`src/rtl/seq_binary_to_bcd.sv`:
```
// Iterative shift-and-add-3 binary to packed BCD converter.
// One bit per clock, start/done handshake, registered outputs.
module seq_binary_to_bcd #(
  parameter int WIDTH  = 14,
  parameter int DIGITS = 5
) (
  input  logic                  CLOCK_50,
  input  logic                  RESET_N,
  input  logic                  start,
  input  logic [WIDTH-1:0]      bin,
  output logic                  busy,
  output logic                  done,
  output logic [4*DIGITS-1:0]   bcd,
  output logic                  ovf
);

  localparam int BW = 4 * DIGITS;
  localparam int CW = $clog2(WIDTH + 1);

  typedef enum logic {
    IDLE,
    SHIFT
  } state_t;

  state_t          state_q, state_d;
  logic [WIDTH-1:0] bin_q, bin_d;
  logic [BW-1:0]   scr_q, scr_d;
  logic [BW-1:0]   adj;
  logic            stk_q, stk_d;
  logic [CW-1:0]   cnt_q, cnt_d;
  logic [BW-1:0]   bcd_d;
  logic            ovf_d;
  logic            done_d;

  assign busy = (state_q == SHIFT);

  // Add 3 to every scratch digit >= 5 before it is shifted.
  always_comb begin
    adj = scr_q;
    for (int i = 0; i < DIGITS; i++) begin
      if (scr_q[4*i +: 4] >= 4'd5)
        adj[4*i +: 4] = scr_q[4*i +: 4] + 4'd3;
    end
  end

  // Next-state, datapath and result update.
  always_comb begin
    state_d = state_q;
    bin_d   = bin_q;
    scr_d   = scr_q;
    stk_d   = stk_q;
    cnt_d   = cnt_q;
    bcd_d   = bcd;
    ovf_d   = ovf;
    done_d  = 1'b0;
    unique case (state_q)
      IDLE: begin
        if (start) begin
          bin_d   = bin;
          scr_d   = '0;
          stk_d   = 1'b0;
          cnt_d   = CW'(WIDTH);
          state_d = SHIFT;
        end
      end
      SHIFT: begin
        {scr_d, bin_d} = {adj[BW-2:0], bin_q, 1'b0};
        stk_d = stk_q | adj[BW-1];
        cnt_d = cnt_q - CW'(1);
        if (cnt_q == CW'(1)) begin
          bcd_d   = scr_d;
          ovf_d   = stk_d;
          done_d  = 1'b1;
          state_d = IDLE;
        end
      end
    endcase
  end

  // State and output registers.
  always_ff @(posedge CLOCK_50 or negedge RESET_N) begin
    if (!RESET_N) begin
      state_q <= IDLE;
      bin_q   <= '0;
      scr_q   <= '0;
      stk_q   <= 1'b0;
      cnt_q   <= '0;
      bcd     <= '0;
      ovf     <= 1'b0;
      done    <= 1'b0;
    end else begin
      state_q <= state_d;
      bin_q   <= bin_d;
      scr_q   <= scr_d;
      stk_q   <= stk_d;
      cnt_q   <= cnt_d;
      bcd     <= bcd_d;
      ovf     <= ovf_d;
      done    <= done_d;
    end
  end

endmodule

```
`config.mk`:
```
export PLATFORM = sky130hd
export DESIGN_NAME = seq_binary_to_bcd
export DESIGN_NICKNAME = d
export VERILOG_FILES = /design/src/rtl/seq_binary_to_bcd.sv
export SDC_FILE = /design/constraint.sdc
export NUM_CORES = 1
export LEC_CHECK = 0
export BUFFER_PORTS_ARGS = -buffer_cell sky130_fd_sc_hd__buf_2
export CORE_ASPECT_RATIO = 0.6
export CORE_MARGIN = 2
export CORE_UTILIZATION = 25
export CTS_CLUSTER_DIAMETER = 30
export CTS_CLUSTER_SIZE = 24
export DETAILED_ROUTE_END_ITERATION = 10
export HOLD_SLACK_MARGIN = 0.12
export SYNTH_ARGS = -nofsm -noshare
export SYNTH_HDL_FRONTEND = slang
export SYNTH_SLANG_ARGS = --single-unit
```
`constraint.sdc`:
```
create_clock -name CLOCK_50 -period 1.5 [get_ports CLOCK_50]
set_clock_uncertainty 0.1 [all_clocks]
set_input_delay 0.225 -clock CLOCK_50 [delete_from_list [all_inputs] [get_ports CLOCK_50]]
set_output_delay 0.225 -clock CLOCK_50 [all_outputs]
set_load 0.03 [all_outputs]
```
==> results of run 1 <==
synth_stat cells, drive strengths merged:
master and count:
buf 13, nor3b 12, o21ai 28, a21oi 18, a22o 1, o31ai 1, nor3 10, a21o 9
xnor2 7, mux2i 19, dfrtp 62, clkbuf 2, nand2b 5, nand2 36, nand3 1, ha 12
o21a 1, inv 16, nor2 5, mux2 10, a31oi 1, o22ai 10
power by group through the flow:
stage / Combinational [W] / Sequential, W / Clock, W
6_report: 0.00536 / 0.00308 / 0.00188
5_1_grt: 0.00592 / 0.00319 / 0.00202
4_1_cts: 0.00483 / 0.00303 / 0.00195
3_5_place_dp: 0.00425 / 0.00299 / 0
3_3_place_gp: 0.00415 / 0.00295 / 0
2_1_floorplan: 0.00232 / 0.00349 / 0
sequential cells by signal, summed over array words and instances (netlist names):
name and count:
scr_q 20, done 1, bcd 20, ovf 1, cnt_q 4, stk_q 1, busy 1, bin_q 14
metrics by stage:
| step | std cells | cell area, sq um | setup slack [ns] | hold WS (ns) |
|---|---|---|---|---|
| after floorplan | 279 | 2980 | 0.000976 | -0.171 |
| after global routing | 533 | 4350 | -0.130 | 0.181 |
| after CTS | 525 | 4160 | -0.0498 | 0.123 |
| after detailed placement | 495 | 3580 | -0.176 | 0.168 |
| final | 533 | 4350 | -0.0768 | 0.128 |
| after global placement | 495 | 3580 | -0.134 | 0.166 |
final cells by class:
class / instances / share of cell area [%]
sequential: 62 / 35.7
inverter: 16 / 1.38
clock buffer: 14 / 6.06
multi-input combinational: 186 / 36.0
clock inverter: 1 / 0.115
timing repair buffer: 94 / 16.1
tap: 160 / 4.60
cell families after synthesis:
group | share of synthesized area, %
and+or+nand+nor | 11.2
buffers and inverters | 4.95
muxes | 10.9
AOI/OAI and AO/OA | 13.8
DFF | 52.0
adders and majority gates | 5.03
xor gates and xnor gates | 2.06
timing repair:
| item | 4_1_cts | 5_1_grt |
|---|---|---|
| hold endpoints to repair | 73 | 1 |
| setup endpoints to repair | 18 | 28 |
| pin swaps | 9 | 11 |
| gates resized for setup | 34 | 32 |
| setup buffers | 3 | 7 |
| hold buffers | 12 | 1 |
per-layer routing:
layer  GRT usage, %  vias to the layer above
met5              0                        -
met4           2.97                        0
met3           5.62                        5
met2           19.4                       28
met1           14.0                     1090
li1               -                     1144
tightest hold or removal path, stage by stage:
cell and delay, ns:
buf_2 0.08, mux2i_1 0.05, o21ai_0 0.15
final timing paths:
path	startpoint	end	slack (ns)	cells after the start
worst max-delay path	scr_q[12]	bcd[14]	-0.08	5
worst min register to register	bcd[15]	bcd[15]	0.37	2
worst min-delay path	bin[3]	bin_q[3]	0.13	3
worst max register to register	scr_q[12]	bcd[14]	-0.08	5
min in group asynchronous	RESET_N	bcd[17]	0.33	3
max in group asynchronous	RESET_N	scr_q[12]	0.65	3
==> flow_summary_export.csv, run 1 <==
group,metric,value,unit
power,swShare,38.6,%
routing,wl_met3,361,um
power,comb_power_share,51.9,%
sta,worst_slew_pin_slew,0.352,ns
job,max-cap-violations,0,
routing,wire_per_inst,13.2,um
power,clkPwrFrac,18.3,%
clocking,clock_sinks,62,
logic_synthesis,synth_area_per_cell,10.7,sq um
power,intPower,0.00634,W
run_status,violations,"setup timing",
layout,drive_above_1_share,41.3,%
logic_synthesis,synth_cells,279,
floorplan,coreArea,11400,sq um
routing,drtPass1Iterations,4,
floorplan,rows,30,
logic_synthesis,synth_top_area_cell,"dfrtp_1",
layout,mostFrequentLayoutCell,"dfrtp_1",
placement,dp_hpwl,4450,um
clocking,h-tree-depth,3,
sta,clock.fmax,634,MHz
power,switching_power,0.00399,W
floorplan,die_area,12800,sq um
worst_setup_path,end_kind,"register",
logic_synthesis,ys_types,28,
logic_synthesis,ys_warn_count,0,
sta,relSlewSlack,76.6,%
sta,final_max_slew_viol_count,0,
global_routing,grt_pass1_wl,11700,um
placement,port_buffers,39,
global_routing,antenna_found_initial,0,
routing,wl_met2,3310,um
layout,mostFrequentLayoutCells,"dfrtp_1 (58), buf_2 (38), buf_4 (38)",
layout,fillers,1122,
logic_synthesis,synth-seq-cells,62,
global_routing,first_global_vias,2367,
worst_setup_path,critPathBufInv,0,
routing,routed_wl,7050,um
layout,fin_util,38.0,%
layout,area_growth,46.0,%
worst_setup_path,critPathKind,"register to register",
logic_synthesis,ys_top_cells_by_area,"dfrtp_1 (52%), mux2i_1 (6.4%), ha_1 (5.0%), o21ai_0 (4.7%), nand2_1 (4.5%)",
logic_synthesis,ys_seq_area_share,52.0,%
worst_hold_path,hold_class,"input pin to register",
layout,seq_area,1560,sq um
clocking,clockRootBuffer,"clkbuf_16",
worst_setup_path,required,1.66,ns
worst_setup_path,cp.arrival,1.74,ns
floorplan,fp.dieW,145,um
clocking,cts.path.max_buffers,2,
routing,highest_layer,"met4",
logic_synthesis,syn_nets,308,
worst_setup_path,crit_fanout,4,
power,powerDensity,2370,nW/um^2
power,power.total,0.0103,W
sta,tns,-0.377,ns
clocking,numCtsBuffers,9,
run_status,status,"finished with violations",
worst_setup_path,cp_cell_sequence,"ha_4 > nand2b_4 > a21oi_4 > mux2i_4 > mux2_4",
placement,gp_congestion,0.751,
clocking,clkTransAtPathRegs,0.05,ns
sta,rsz0062_at_grt,"true",
worst_setup_path,crit_path_max_incr_delay,0.44,ns
routing,routed-via-count,2267,
layout,antennaDiodeCount,0,
global_routing,grt_max_degree,63,
floorplan,start_util,26.1,%
layout,nNetsFinal,398,
logic_synthesis,yosysTopAreaCellShare,52.0,%
floorplan,boundaryPins,40,
clocking,cts_tree,"built",
worst_setup_path,cp_slowest_cell,"dfrtp_2",
sta,setup_viol,13,
sta,finalHoldViolations,0,
power,leakagePower,1.99,nW
global_routing,track_usage,11.7,%
routing,viasPerCell,4.25,
power,seqPwrFrac,29.8,%
global_routing,overflow,0,
worst_setup_path,critPathLaunchType,"register",
worst_setup_path,crit_family,"multiplexers",
logic_synthesis,syn_area,2980,sq um
sta,period_needed,1.58,ns
floorplan,die_h,88.6,um
routing,drt-initial-drc-count,121,
sta,setup_slack,-0.0768,ns
clocking,clkLatencyLatePin,0.33,ns
routing,drcViolationCount,0,
layout,multi_input_area,1570,sq um
routing,wl_met1,3320,um
power,peakVddDrop,612,uV
sta,finalCritPeriodShare,105,%
routing,antenna_left,0,
No activity file was read; power rests on OpenSTA's default activity.
==> run 2, diff against run 1 <==
--- a/config.mk
+++ b/config.mk
@@ -12,7 +12,7 @@
 export CTS_CLUSTER_DIAMETER = 30
 export CTS_CLUSTER_SIZE = 24
 export DETAILED_ROUTE_END_ITERATION = 10
-export HOLD_SLACK_MARGIN = 0.12
+export PLACE_DENSITY_LB_ADDON = 0.3
 export SYNTH_ARGS = -nofsm -noshare
 export SYNTH_HDL_FRONTEND = slang
 export SYNTH_SLANG_ARGS = --single-unit
==> flow_summary_export.csv, run 2 (synthesized netlist as in run 1, its figures left out) <==
group,metric,value,unit
clocking,clkLatencyLatePin,0.33,ns
power,peakVddDrop,676,uV
sta,worst_slew_pin_slew,0.387,ns
power,intPower,0.00647,W
worst_setup_path,r2r_cells,6,
layout,reg_top3,"bcd (20), scr_q (20), bin_q (14)",
worst_setup_path,cp_cell_sequence,"inv_2 > ha_2 > nand2b_4 > a21oi_4 > mux2i_2 > mux2_4",
sta,setup_viol,9,
placement,port_buffers,39,
clocking,h-tree-depth,3,
routing,routed_wl,6880,um
worst_setup_path,r2r-end,"bcd[14]",
global_routing,grt_pass1_wl,11600,um
layout,antennaDiodeCount,0,
power,leakagePower,1.95,nW
floorplan,die_h,88.6,um
clocking,clockRootBuffer,"clkbuf_16",
worst_setup_path,cp.arrival,1.76,ns
sta,final_max_slew_viol_count,0,
worst_hold_path,hold_depth,3,
worst_setup_path,critPathKind,"register to register",
layout,fillers,1114,
power,seqPwrFrac,29.4,%
sta,finalHoldViolations,0,
placement,gp_congestion,0.765,
power,swShare,38.0,%
worst_setup_path,critPathLaunchType,"register",
global_routing,antenna_found_initial,1,
worst_setup_path,cp_slowest_cell,"dfrtp_1",
power,switching_power,0.00397,W
worst_setup_path,critPathBufInv,1,
routing,wire_per_inst,13.2,um
worst_hold_path,min-delay-start,"bin[0]",
worst_setup_path,crit_fanout,3,
floorplan,rows,30,
sta,rsz0062_at_grt,"true",
worst_setup_path,r2r_start,"scr_q[13]",
clocking,cts_tree,"built",
global_routing,track_usage,11.8,%
worst_setup_path,crit_family,"multiplexers",
sta,clock.fmax,631,MHz
run_status,status,"finished with violations",
layout,mostFrequentLayoutCell,"dfrtp_1",
sta,period_needed,1.59,ns
floorplan,die_area,12800,sq um
worst_hold_path,hold_class,"input pin to register",
layout,drive_above_1_share,43.6,%
power,powerDensity,2450,nW/um^2
power,clkPwrFrac,21.1,%
layout,mostFrequentLayoutCells,"dfrtp_1 (60), buf_2 (38), buf_4 (37)",
routing,routed-via-count,2208,
power,power.total,0.0104,W
routing,viasPerCell,4.23,
floorplan,start_util,26.1,%
worst_setup_path,end_kind,"register",
power,comb_power_share,49.5,%
placement,placed_area,3600,sq um
layout,nNetsFinal,386,
sta,relSlewSlack,74.2,%
global_routing,grt_max_degree,33,
placement,dp_hpwl,4610,um
worst_setup_path,crit_path_max_incr_delay,0.36,ns
clocking,numCtsBuffers,9,
global_routing,overflow,0,
routing,drtPass1Iterations,4,
sta,finalCritPeriodShare,106,%
layout,final_cell_area,4260,sq um
worst_setup_path,rrSetupSlack,-0.09,ns
routing,drcViolationCount,0,
run_status,violations,"setup timing",
floorplan,boundaryPins,40,
clocking,clock_sinks,62,
job,max-cap-violations,0,
routing,drt-initial-drc-count,122,
global_routing,first_global_vias,2232,
routing,antenna_left,0,
floorplan,coreArea,11400,sq um
floorplan,fp.dieW,145,um
clocking,clkTransAtPathRegs,0.05,ns
sta,setup_slack,-0.0854,ns
worst_setup_path,required,1.67,ns
layout,area_growth,42.7,%
worst_hold_path,hold_path_end,"bin_q[0]",
clocking,cts.path.max_buffers,2,
==> run 2: what timing repair did <==
action | CTS | global route
gates resized for setup | 34 | 29
hold endpoints to repair | 12 | 0
hold buffers | 1 | 0
buffers inserted | 3 | 7
endpoints found under the setup margin | 19 | 32
pin swaps | 8 | 14
==> run 2: worst register-to-register path, cell delays in order, from the launching register on <==
cell      delay, ns
dfrtp_1        0.36
inv_2          0.07
ha_2           0.18
nand2b_4       0.15
a21oi_4        0.18
mux2i_2        0.29
mux2_4         0.19
==> run 2: metal layers <==
metal / up-vias / GRT usage (%) / share of wire [%]
met5: - / 0 / 0.19
met3: 10 / 6.29 / 6.1
met2: 30 / 17.7 / 44
met1: 1047 / 15.1 / 49
met4: 2 / 2.70 / 0.99
li1: 1119 / - / -
==> run 2: power by group through the flow <==
| stage | logic (W) | clock network (W) | registers [W] |
|---|---|---|---|
| detailed placement | 0.00424 | 0 | 0.00298 |
| global route | 0.00571 | 0.00234 | 0.00319 |
| floorplan | 0.00232 | 0 | 0.00349 |
| global placement | 0.00416 | 0 | 0.00296 |
| finish | 0.00517 | 0.00220 | 0.00307 |
| CTS | 0.00479 | 0.00226 | 0.00303 |
==> run 2: layout make-up <==
class	instances	area [sq um]	share of cell area [%]
clock buffer	14	284	6.67
clock inverter	2	37.5	0.882
inverter	16	62.6	1.47
multi-input combinational	186	1530	35.9
sequential	62	1550	36.5
tap	160	200	4.70
timing repair buffer	82	589	13.8
==> run 2: per-stage QoR <==
stage               setup WS (ns)  setup TNS, ns  utilization, %  hold slack, ns  cells
finish                    -0.0854         -0.299            37.2          0.0435    522
global route               -0.123          -1.32            37.2          0.0874    522
CTS                       -0.0541        -0.0962            35.9          0.0353    516
detailed placement         -0.138         -0.692            31.5          0.0682    496
global placement           -0.105         -0.521            31.5          0.0688    496
floorplan                0.000976              0               -          -0.171    279
==> run 2: how the worst max path moves through the flow <==
stage	start	end	slack [ns]	cells past startpoint
floorplan	scr_q[12]	bcd[14]	0.001	5
global placement	scr_q[12]	bcd[14]	-0.10	5
detailed placement	scr_q[12]	bcd[14]	-0.14	5
CTS	scr_q[12]	bcd[14]	-0.05	5
global route	scr_q[8]	bcd[10]	-0.12	6
finish	scr_q[13]	bcd[14]	-0.09	6
